File: src/rtl/datapath_seq_pkg.sv
// Shared constants and state encoding for the datapath sequencer.
// The opcodes, ALU function codes and status bit positions match the datapath's encoding.
package datapath_seq_pkg;

  localparam int DATA_W   = 64;
  localparam int REG_AW   = 5;
  localparam int ZERO_REG = 31;

  localparam logic [2:0] OP_LDI    = 3'b000;
  localparam logic [2:0] OP_ALU_RR = 3'b001;
  localparam logic [2:0] OP_ALU_RI = 3'b010;
  localparam logic [2:0] OP_STORE  = 3'b011;
  localparam logic [2:0] OP_LOAD   = 3'b100;

  localparam logic [4:0] FS_PASS = 5'b00100;
  localparam logic [4:0] FS_ADD  = 5'b01000;

  // Bit positions inside the {V,C,N,Z} status word
  localparam int ST_Z = 0;
  localparam int ST_N = 1;
  localparam int ST_C = 2;
  localparam int ST_V = 3;

  typedef enum logic [2:0] {
    S_IDLE    = 3'd0,
    S_EXEC    = 3'd1,
    S_LD_ADDR = 3'd2,
    S_LD_WB   = 3'd3,
    S_ERR     = 3'd4
  } state_e;

  function automatic logic is_final(input state_e s);
    return (s == S_EXEC) || (s == S_LD_WB) || (s == S_ERR);
  endfunction

endpackage

File: src/rtl/datapath_sequencer_cw_encode.sv
// Combinational control-word encoder: maps the upcoming state and latched command
// to the datapath control fields. IDLE and ERR keep the previous fields but drop both write enables.
module seq_cw_encode
  import datapath_seq_pkg::*;
#(
  parameter int DATA_W   = 64,
  parameter int REG_AW   = 5,
  parameter int ZERO_REG = 31
) (
  input  state_e              state_i,
  input  logic [2:0]          op_i,
  input  logic [REG_AW-1:0]   rd_i,
  input  logic [REG_AW-1:0]   ra_i,
  input  logic [REG_AW-1:0]   rb_i,
  input  logic [DATA_W-1:0]   imm_i,
  input  logic [4:0]          fs_i,
  input  logic [REG_AW-1:0]   hold_da_i,
  input  logic [REG_AW-1:0]   hold_sa_i,
  input  logic [REG_AW-1:0]   hold_sb_i,
  input  logic [DATA_W-1:0]   hold_k_i,
  input  logic                hold_bs_i,
  input  logic [4:0]          hold_fs_i,
  input  logic                hold_sel_i,
  output logic [REG_AW-1:0]   da_o,
  output logic [REG_AW-1:0]   sa_o,
  output logic [REG_AW-1:0]   sb_o,
  output logic                w_o,
  output logic [DATA_W-1:0]   k_o,
  output logic                bs_o,
  output logic [4:0]          fs_o,
  output logic                write_o,
  output logic                sel_o
);

  localparam logic [REG_AW-1:0] ZR = REG_AW'(ZERO_REG);

  logic wr_ok_s;
  assign wr_ok_s = (rd_i != ZR);

  // Control-word selection by state and opcode
  always_comb begin
    da_o    = hold_da_i;
    sa_o    = hold_sa_i;
    sb_o    = hold_sb_i;
    k_o     = hold_k_i;
    bs_o    = hold_bs_i;
    fs_o    = hold_fs_i;
    sel_o   = hold_sel_i;
    w_o     = 1'b0;
    write_o = 1'b0;
    case (state_i)
      S_EXEC: begin
        da_o  = rd_i;
        sa_o  = ra_i;
        sb_o  = rb_i;
        k_o   = imm_i;
        sel_o = 1'b1;
        w_o   = wr_ok_s;
        case (op_i)
          OP_LDI: begin
            sa_o = ZR;
            bs_o = 1'b1;
            fs_o = FS_PASS;
          end
          OP_ALU_RR: begin
            bs_o = 1'b0;
            fs_o = fs_i;
          end
          OP_ALU_RI: begin
            bs_o = 1'b1;
            fs_o = fs_i;
          end
          OP_STORE: begin
            bs_o    = 1'b1;
            fs_o    = FS_ADD;
            w_o     = 1'b0;
            write_o = 1'b1;
          end
          default: begin
            w_o = 1'b0;
          end
        endcase
      end
      S_LD_ADDR, S_LD_WB: begin
        da_o  = rd_i;
        sa_o  = ra_i;
        sb_o  = rb_i;
        k_o   = imm_i;
        bs_o  = 1'b1;
        fs_o  = FS_ADD;
        sel_o = 1'b0;
        w_o   = (state_i == S_LD_WB) && wr_ok_s;
      end
      default: begin
        w_o     = 1'b0;
        write_o = 1'b0;
      end
    endcase
  end

endmodule

File: src/rtl/datapath_sequencer.sv
// Command sequencer for the register-file/ALU/RAM datapath: accepts macro-commands on a
// valid/ready handshake and emits a registered per-cycle control word plus a done pulse.
module datapath_sequencer
  import datapath_seq_pkg::*;
#(
  parameter int DATA_W   = 64,
  parameter int REG_AW   = 5,
  parameter int ZERO_REG = 31
) (
  input  logic              clock,
  input  logic              reset,
  input  logic              cmd_valid,
  output logic              cmd_ready,
  input  logic [2:0]        cmd_op,
  input  logic [REG_AW-1:0] cmd_rd,
  input  logic [REG_AW-1:0] cmd_ra,
  input  logic [REG_AW-1:0] cmd_rb,
  input  logic [DATA_W-1:0] cmd_imm,
  input  logic [4:0]        cmd_fs,
  input  logic              cmd_setflags,
  output logic [REG_AW-1:0] DA,
  output logic [REG_AW-1:0] SA,
  output logic [REG_AW-1:0] SB,
  output logic              W,
  output logic [DATA_W-1:0] K,
  output logic              BS,
  output logic [4:0]        FS,
  output logic              write,
  output logic              selEN,
  input  logic [3:0]        status,
  output logic              done,
  output logic              done_err,
  output logic [3:0]        flags
);

  state_e            state_q, state_d;
  logic [2:0]        op_q, op_d;
  logic [REG_AW-1:0] rd_q, rd_d, ra_q, ra_d, rb_q, rb_d;
  logic [DATA_W-1:0] imm_q, imm_d;
  logic [4:0]        cfs_q, cfs_d;
  logic              sf_q, sf_d;

  logic [REG_AW-1:0] da_q, da_d, sa_q, sa_d, sb_q, sb_d;
  logic [DATA_W-1:0] k_q, k_d;
  logic [4:0]        fs_q, fs_d;
  logic              w_q, w_d, bs_q, bs_d, wr_q, wr_d, sel_q, sel_d;
  logic              done_q, done_d, err_q, err_d;
  logic [3:0]        flags_q, flags_d;
  logic              accept_s;

  assign cmd_ready = (state_q != S_LD_ADDR);
  assign accept_s  = cmd_valid && cmd_ready;

  // Next state, command latch, completion and flag capture
  always_comb begin
    state_d = S_IDLE;
    op_d    = op_q;
    rd_d    = rd_q;
    ra_d    = ra_q;
    rb_d    = rb_q;
    imm_d   = imm_q;
    cfs_d   = cfs_q;
    sf_d    = sf_q;
    if (accept_s) begin
      op_d  = cmd_op;
      rd_d  = cmd_rd;
      ra_d  = cmd_ra;
      rb_d  = cmd_rb;
      imm_d = cmd_imm;
      cfs_d = cmd_fs;
      sf_d  = cmd_setflags;
      case (cmd_op)
        OP_LDI, OP_ALU_RR, OP_ALU_RI, OP_STORE: state_d = S_EXEC;
        OP_LOAD:                                state_d = S_LD_ADDR;
        default:                                state_d = S_ERR;
      endcase
    end else if (state_q == S_LD_ADDR) begin
      state_d = S_LD_WB;
    end else begin
      state_d = S_IDLE;
    end
    done_d = is_final(state_q);
    err_d  = (state_q == S_ERR);
    if ((state_q == S_EXEC) && sf_q && ((op_q == OP_ALU_RR) || (op_q == OP_ALU_RI))) begin
      flags_d = status;
    end else begin
      flags_d = flags_q;
    end
  end

  // Encoding from the upcoming state keeps the control word in step with that state
  seq_cw_encode #(
    .DATA_W   (DATA_W),
    .REG_AW   (REG_AW),
    .ZERO_REG (ZERO_REG)
  ) u_cw_encode (
    .state_i    (state_d),
    .op_i       (op_d),
    .rd_i       (rd_d),
    .ra_i       (ra_d),
    .rb_i       (rb_d),
    .imm_i      (imm_d),
    .fs_i       (cfs_d),
    .hold_da_i  (da_q),
    .hold_sa_i  (sa_q),
    .hold_sb_i  (sb_q),
    .hold_k_i   (k_q),
    .hold_bs_i  (bs_q),
    .hold_fs_i  (fs_q),
    .hold_sel_i (sel_q),
    .da_o       (da_d),
    .sa_o       (sa_d),
    .sb_o       (sb_d),
    .w_o        (w_d),
    .k_o        (k_d),
    .bs_o       (bs_d),
    .fs_o       (fs_d),
    .write_o    (wr_d),
    .sel_o      (sel_d)
  );

  // State, latched command and registered outputs
  always_ff @(posedge clock or negedge reset) begin
    if (!reset) begin
      state_q <= S_IDLE;
      op_q    <= 3'b000;
      rd_q    <= '0;
      ra_q    <= '0;
      rb_q    <= '0;
      imm_q   <= '0;
      cfs_q   <= 5'b00000;
      sf_q    <= 1'b0;
      da_q    <= '0;
      sa_q    <= '0;
      sb_q    <= '0;
      k_q     <= '0;
      fs_q    <= 5'b00000;
      w_q     <= 1'b0;
      bs_q    <= 1'b0;
      wr_q    <= 1'b0;
      sel_q   <= 1'b1;
      done_q  <= 1'b0;
      err_q   <= 1'b0;
      flags_q <= 4'b0000;
    end else begin
      state_q <= state_d;
      op_q    <= op_d;
      rd_q    <= rd_d;
      ra_q    <= ra_d;
      rb_q    <= rb_d;
      imm_q   <= imm_d;
      cfs_q   <= cfs_d;
      sf_q    <= sf_d;
      da_q    <= da_d;
      sa_q    <= sa_d;
      sb_q    <= sb_d;
      k_q     <= k_d;
      fs_q    <= fs_d;
      w_q     <= w_d;
      bs_q    <= bs_d;
      wr_q    <= wr_d;
      sel_q   <= sel_d;
      done_q  <= done_d;
      err_q   <= err_d;
      flags_q <= flags_d;
    end
  end

  assign DA       = da_q;
  assign SA       = sa_q;
  assign SB       = sb_q;
  assign W        = w_q;
  assign K        = k_q;
  assign BS       = bs_q;
  assign FS       = fs_q;
  assign write    = wr_q;
  assign selEN    = sel_q;
  assign done     = done_q;
  assign done_err = err_q;
  assign flags    = flags_q;

endmodule

File: config.mk
export PLATFORM = sky130hd
export DESIGN_NAME = datapath_sequencer
export DESIGN_NICKNAME = d
export VERILOG_FILES = /design/src/rtl/datapath_seq_pkg.sv /design/src/rtl/datapath_sequencer_cw_encode.sv /design/src/rtl/datapath_sequencer.sv
export SDC_FILE = /design/constraint.sdc
export NUM_CORES = 1
export LEC_CHECK = 0
export BUFFER_PORTS_ARGS = -buffer_cell sky130_fd_sc_hd__buf_2
export CORE_MARGIN = 10
export CORE_UTILIZATION = 50
export DETAILED_ROUTE_END_ITERATION = 6
export PLACE_DENSITY = 0.76
export SYNTH_ARGS = -nofsm -noshare
export SYNTH_HDL_FRONTEND = slang
export SYNTH_SLANG_ARGS = --single-unit
File: constraint.sdc
create_clock -name clock -period 3.2 [get_ports clock]
set_input_delay 0.8 -clock clock [delete_from_list [all_inputs] [get_ports clock]]
set_output_delay 0.8 -clock clock [all_outputs]
set_load 0.02 [all_outputs]
==> impl_metrics.ini, run 1 <==
[status]
status = finished clean

[pwr]
p_int_mw = 4.605
power_mw = 6.574
power_per_cell_area_nw_per_um2 = 698.7
leakage_nw = 4.236
ir_drop_mv = 0.3708
pwr-share-seq = 0.439
pwr-share-comb = 0.217
switchingPower_mw = 1.969
p_sw_frac = 0.2996
p_clk_frac = 0.344

[clock_tree]
cts_sinks = 180
path_clk_slew_ns = 0.07
root_buffer = clkbuf_16
clk_path_buf_depth = 2
numCtsBuffers = 17
clock_latency_ns = 0.42
cts_hold_buf = 0
cts_tree = yes
postCtsResizedCells = 0
htree_levels = 4
post_cts_buffers = 0

[run]
drv_cap = 0

[critical_path]
r2r-end = imm_q[39]
cp_max_fo = 5
cp_data_arrival_time_ns = 1.42
r2r_slack_ns = 1.20
crit_path_start_kind = register
endpoint_kind = output pin
rr_startpoint = state_q[0]
crit_type = reg2out
reg2reg_depth = 5
worstPathRequired_ns = 2.40

[yosys]
syn_avg_cell_area_um2 = 11.00
yosysWarnings = 0
synth.cell_area_um2 = 7677
synthesis.nets = 793
syn_inst = 698
synth_seq_cells = 180
ys_seq_area_frac = 0.5869
ys_types = 33

[layout]
area_delta_synth_final_pct = 22.56
final_area_um2 = 9409
fin_cells = 1056
nNetsFinal = 950
diodes = 0
drive_gt1_frac = 0.3698

[global_routing]
overflow = 0
antenna_found_initial = 0
grtUsageMet2 = 0.3124
grt_use_total = 0.2002
met1_usage = 0.2683
grt_pass1_vias = 6144
global_route.peak_usage_layer = met2
use_met3 = 0.04719
grt_first_pass_wirelength_um = 32950
grt_max_degree = 92

[placement]
port_buffers = 189
gp_congestion = 0.7961
dp_hpwl_um = 13450
placed_cells = 1024
placed_area_um2 = 8768

[route]
wirelength_um = 20920
ant_nets = 0
wl_per_cell_um = 19.81
avgViaCountPerCell = 5.916
drt_iter0_markers = 386
drc = 0
num_vias = 6247
drt_pass1_iterations = 5

[floorplanning]
top_level_ports = 190
die_area_um2 = 20710
die_h_um = 143.9
initial_utilization = 0.5069
die_w_um = 143.9
core-area_um2 = 15150
num_rows = 45

[sta]
timing.final.crit_share = 0.6941
finalClockSkew_ns = 0.008060
slew_headroom = 0.3018
rsz0062_at_grt = no
setup_viol = 0
finalCriticalPeriod_ns = 2.221
slew_violations = 0
final-hold-violation-count = 0
max_freq_mhz = 450.2
fin_setup_tns_ns = 0
worstMarginPinSlew_ns = 1.047

[min_path]
min_path_type = in2async
## worst max path at each step
stage	slack, ns	to	start	depth (start not counted)
final	0.98	cmd_ready	state_q[0]	3
after global routing	0.92	cmd_ready	state_q[0]	3
after CTS	0.97	cmd_ready	state_q[0]	3
after detailed placement	0.86	K[33]	cmd_op[1]	5
after global placement	0.95	K[25]	cmd_op[1]	5
after floorplan	1.37	cmd_ready	state_q[1]	3
## worst max-delay path: stages, from the launching register on
cell	delay, ns
dfrtp_1	0.44
nor3b_4	0.25
inv_2	0.13
buf_2	0.18
## cells by family after synthesis
kind of cell / after synthesis / synth area share
AO/OA/AOI/OAI: 254 / 0.1838
XOR/XNOR: 2 / 0.002282
multiplexers: 88 / 0.1289
AND/OR/NAND/NOR: 105 / 0.05834
buffers and inverters: 69 / 0.03976
flip-flops: 180 / 0.5869
## synthesized netlist by cell type
cell | number | area [µm²]
dfrtp_1 | 179 | 4479
a21oi_1 | 85 | 425.4
mux2_2 | 80 | 900.9
o21ai_0 | 79 | 395.4
a31oi_1 | 76 | 475.5
nor2_1 | 75 | 281.5
clkbuf_1 | 34 | 127.6
buf_2 | 25 | 125.1
nand2_1 | 8 | 30.03
mux2_1 | 7 | 78.83
o31ai_1 | 7 | 52.55
buf_1 | 5 | 18.77
nand3_1 | 5 | 25.02
nor4_1 | 5 | 31.28
nor3_1 | 3 | 15.01
a221o_1 | 2 | 20.02
and3_1 | 2 | 12.51
buf_6 | 2 | 22.52
inv_1 | 2 | 7.510
nand2b_1 | 2 | 12.51
nor2b_1 | 2 | 12.51
xor2_1 | 2 | 17.52
a211o_1 | 1 | 8.760
a21o_1 | 1 | 7.510
a41o_1 | 1 | 10.01
dfstp_2 | 1 | 26.28
inv_2 | 1 | 3.750
mux2i_1 | 1 | 10.01
nand2_2 | 1 | 6.260
nor3b_2 | 1 | 12.51
nor4b_1 | 1 | 8.760
o21a_1 | 1 | 7.510
o21ai_2 | 1 | 8.760
## area by class of cell
class / instances / area, µm²
Multi-Input combinational cell: 449 / 2887
Inverter: 3 / 11.26
Timing Repair Buffer: 204 / 1130
Tap cell: 188 / 235.2
Clock inverter: 13 / 207.7
Clock buffer: 19 / 432.9
Sequential cell: 180 / 4506
Fill cell: 1205 / 5737
## routing by layer
metal / part of all wire / routed length, µm
met5: 0 / 0
met2: 0.50 / 10440
met3: 0.066 / 1379
met1: 0.42 / 8741
met4: 0.018 / 367
## power by group through the flow
stage                     registers (mW)  logic [mW]  clock network (mW)
after floorplan                     3.20       0.563                   0
after global placement              2.91        1.41                   0
after detailed placement            2.91        1.44                   0
after CTS                           2.88        1.45                2.29
after global routing                2.93        1.55                2.40
final                               2.88        1.43                2.26
## cell usage in the layout, fill, tap and decap left out, types with 3 or more instances in the layout
cell and n:
buf_2 187, buf_12 5, mux2_1 7, buf_4 11, nand3_1 5, a21oi_1 85
a31oi_1 76, nor2_1 75, o31ai_1 7, mux2_2 80, clkinv_4 4, nand2_1 8
nor3_1 3, clkinv_2 3, dfrtp_1 179, o21ai_0 79, bufinv_16 5, nor4_1 5
clkbuf_16 17
## per-stage QoR
step	util	hold slack [ns]	setup slack (ns)
3_5_place_dp	0.5789	0.4635	0.8592
2_1_floorplan	-	0.4313	1.373
3_3_place_gp	0.5789	0.4553	0.9488
6_report	0.6212	0.3858	0.9789
5_1_grt	0.6212	0.4320	0.9197
4_1_cts	0.6212	0.4083	0.9713
Note: power is estimated with default switching activity, not from simulation.
==> run 2, diff against run 1 <==
--- a/config.mk
+++ b/config.mk
@@ -7,7 +7,7 @@
 export LEC_CHECK = 0
 export BUFFER_PORTS_ARGS = -buffer_cell sky130_fd_sc_hd__buf_2
 export CORE_MARGIN = 10
-export CORE_UTILIZATION = 50
+export CORE_UTILIZATION = 48
 export DETAILED_ROUTE_END_ITERATION = 6
 export PLACE_DENSITY = 0.76
 export SYNTH_ARGS = -nofsm -noshare
==> constraint.sdc (replaced) <==
create_clock -name clock -period 1.9 [get_ports clock]
set_input_delay 0.475 -clock clock [delete_from_list [all_inputs] [get_ports clock]]
set_output_delay 0.475 -clock clock [all_outputs]
set_load 0.02 [all_outputs]
==> run 2 against run 1 <==
Worst hold slack got worse by 0.10 ns. Critical path depth unchanged. Global-route usage decreased by 0.40 points. Setup slack got worse by 0.90 ns. Largest power group unchanged. Via count decreased by 0.82%. Routed wire length increased by 0.87%. Clock skew decreased by 0.0019 ns. Cell area increased by 2.0%. Power increased by 68%.
==> impl_metrics.ini, run 2 (synthesis gave the netlist of run 1 again) <==
[critical_path]
r2r-end = imm_q[43]
cp_max_fo = 3
worstPathRequired_ns = 1.42
crit_type = reg2out
cp.buffers_inverters = 2
crit_path_start_kind = register
r2r_slack_ns = 0.12
cp_top_family = flip-flops
cp_slowest_stage_delay_ns = 0.41
rr_startpoint = state_q[0]
endpoint_kind = output pin
crit_chain = nor3b_4 > inv_4 > buf_2
reg2reg_depth = 6
cp_data_arrival_time_ns = 1.34
cp_slowest_cell = dfrtp_1

[floorplanning]
core-area_um2 = 15770
die_h_um = 146.5
initial_utilization = 0.4868
num_rows = 46
die_area_um2 = 21450
top_level_ports = 190
die_w_um = 146.5

[min_path]
whs_endpoint = ra_q[0]
holdPathStages = 2
min_path_type = in2reg
min_from = cmd_ra[0]

[layout]
final_common_cell = buf_2
drive_gt1_frac = 0.3761
area_delta_synth_final_pct = 25.05
final_cell_mix = 187 x buf_2, 179 x dfrtp_1, 85 x a21oi_1
num-fill-cells = 1308
nNetsFinal = 963

[sta]
setup_viol = 0
finalClockSkew_ns = 0.006157
max_freq_mhz = 550.2
finalCriticalPeriod_ns = 1.818
timing.final.crit_share = 0.9567
worstMarginPinSlew_ns = 0.6920
rsz0062_at_grt = no
fin_setup_tns_ns = 0
final-hold-violation-count = 0
slew_violations = 0
slew_headroom = 0.5351
whs_ns = 0.2819

[route]
drt_iter0_markers = 401
num_vias = 6196
wl_per_cell_um = 19.22
ant_nets = 0
avgViaCountPerCell = 5.643
drc = 0
wirelength_um = 21100
drt_pass1_iterations = 5

[clock_tree]
root_buffer = clkbuf_16
cts_sinks = 180
numCtsBuffers = 17
clock_latency_ns = 0.43
clk_path_buf_depth = 2
cts_tree = yes
htree_levels = 4
path_clk_slew_ns = 0.06

[global_routing]
antenna_found_initial = 3
overflow = 0
grt_pass1_vias = 6501
grt_first_pass_wirelength_um = 34590
grt_max_degree = 92
grt_use_total = 0.1962

[pwr]
leakage_nw = 4.311
ir_drop_mv = 0.6065
power_per_cell_area_nw_per_um2 = 1150

[placement]
dp_hpwl_um = 13730
port_buffers = 189
gp_congestion = 0.7770

[status]
status = finished clean

[run]
drv_cap = 0
==> run 2: worst max-delay path by stage <==
stage,endpoint,slack (ns),startpoint,cells past startpoint
global placement,imm_q[37],0.22,state_q[0],5
finish,cmd_ready,0.08,state_q[0],3
detailed placement,imm_q[43],0.19,state_q[0],5
global route,cmd_ready,0.008,state_q[0],3
floorplan,op_q[0],0.39,state_q[0],6
CTS,cmd_ready,0.009,state_q[2],3
==> run 2: layer usage <==
metal,vias to the layer above,global-route usage,part of all wire
met4,0,0.05906,0.015
li1,2865,-,-
met1,3107,0.2464,0.44
met5,-,0,0
met3,24,0.06211,0.070
met2,200,0.3173,0.48
==> run 2: timing repair <==
| action | 4_1_cts | 5_1_grt |
|---|---|---|
| buffers inserted | 4 | 1 |
| pin swaps | 1 | 1 |
| hold buffers | 1 | 0 |
| gates resized for setup | 1 | 0 |
| endpoints found under the setup margin | 1 | 40 |
| hold endpoints to repair | 21 | 0 |
==> run 2: area by class of cell <==
| class | instances | area (µm²) | share of cell area |
|---|---|---|---|
| Clock buffer | 23 | 478.0 | 0.04978 |
| Timing Repair Buffer | 217 | 1292 | 0.1346 |
| Tap cell | 216 | 270.3 | 0.02815 |
| Clock inverter | 8 | 148.9 | 0.01551 |
| Multi-Input combinational cell | 449 | 2887 | 0.3007 |
| Antenna cell | 2 | 5.005 | 0.0005213 |
| Inverter | 3 | 13.76 | 0.001434 |
| Sequential cell | 180 | 4506 | 0.4693 |
==> run 2: worst register-to-register path, delay by kind of cell (launching register included) <==
kind,cells,cell delay (ns)
buf+inv,3,0.50
flops,1,0.41
simple gates,2,0.38
mux,1,0.38
==> run 2: stage by stage <==
stage,std cells,utilization,power [mW],area (µm²),setup slack (ns)
after floorplan,698,-,6.337,7677,0.3935
after global placement,1060,0.5660,7.296,8926,0.2209
after global routing,1097,0.6086,11.56,9598,0.008407
final,1098,0.6088,11.04,9600,0.08235
after CTS,1095,0.6080,11.13,9588,0.008596
after detailed placement,1060,0.5660,7.373,8926,0.1931
==> run 2: power breakdown <==
group          switching (mW)  internal [mW]
Sequential              0.338           4.50
Clock                    1.45           2.30
Combinational            1.49          0.956
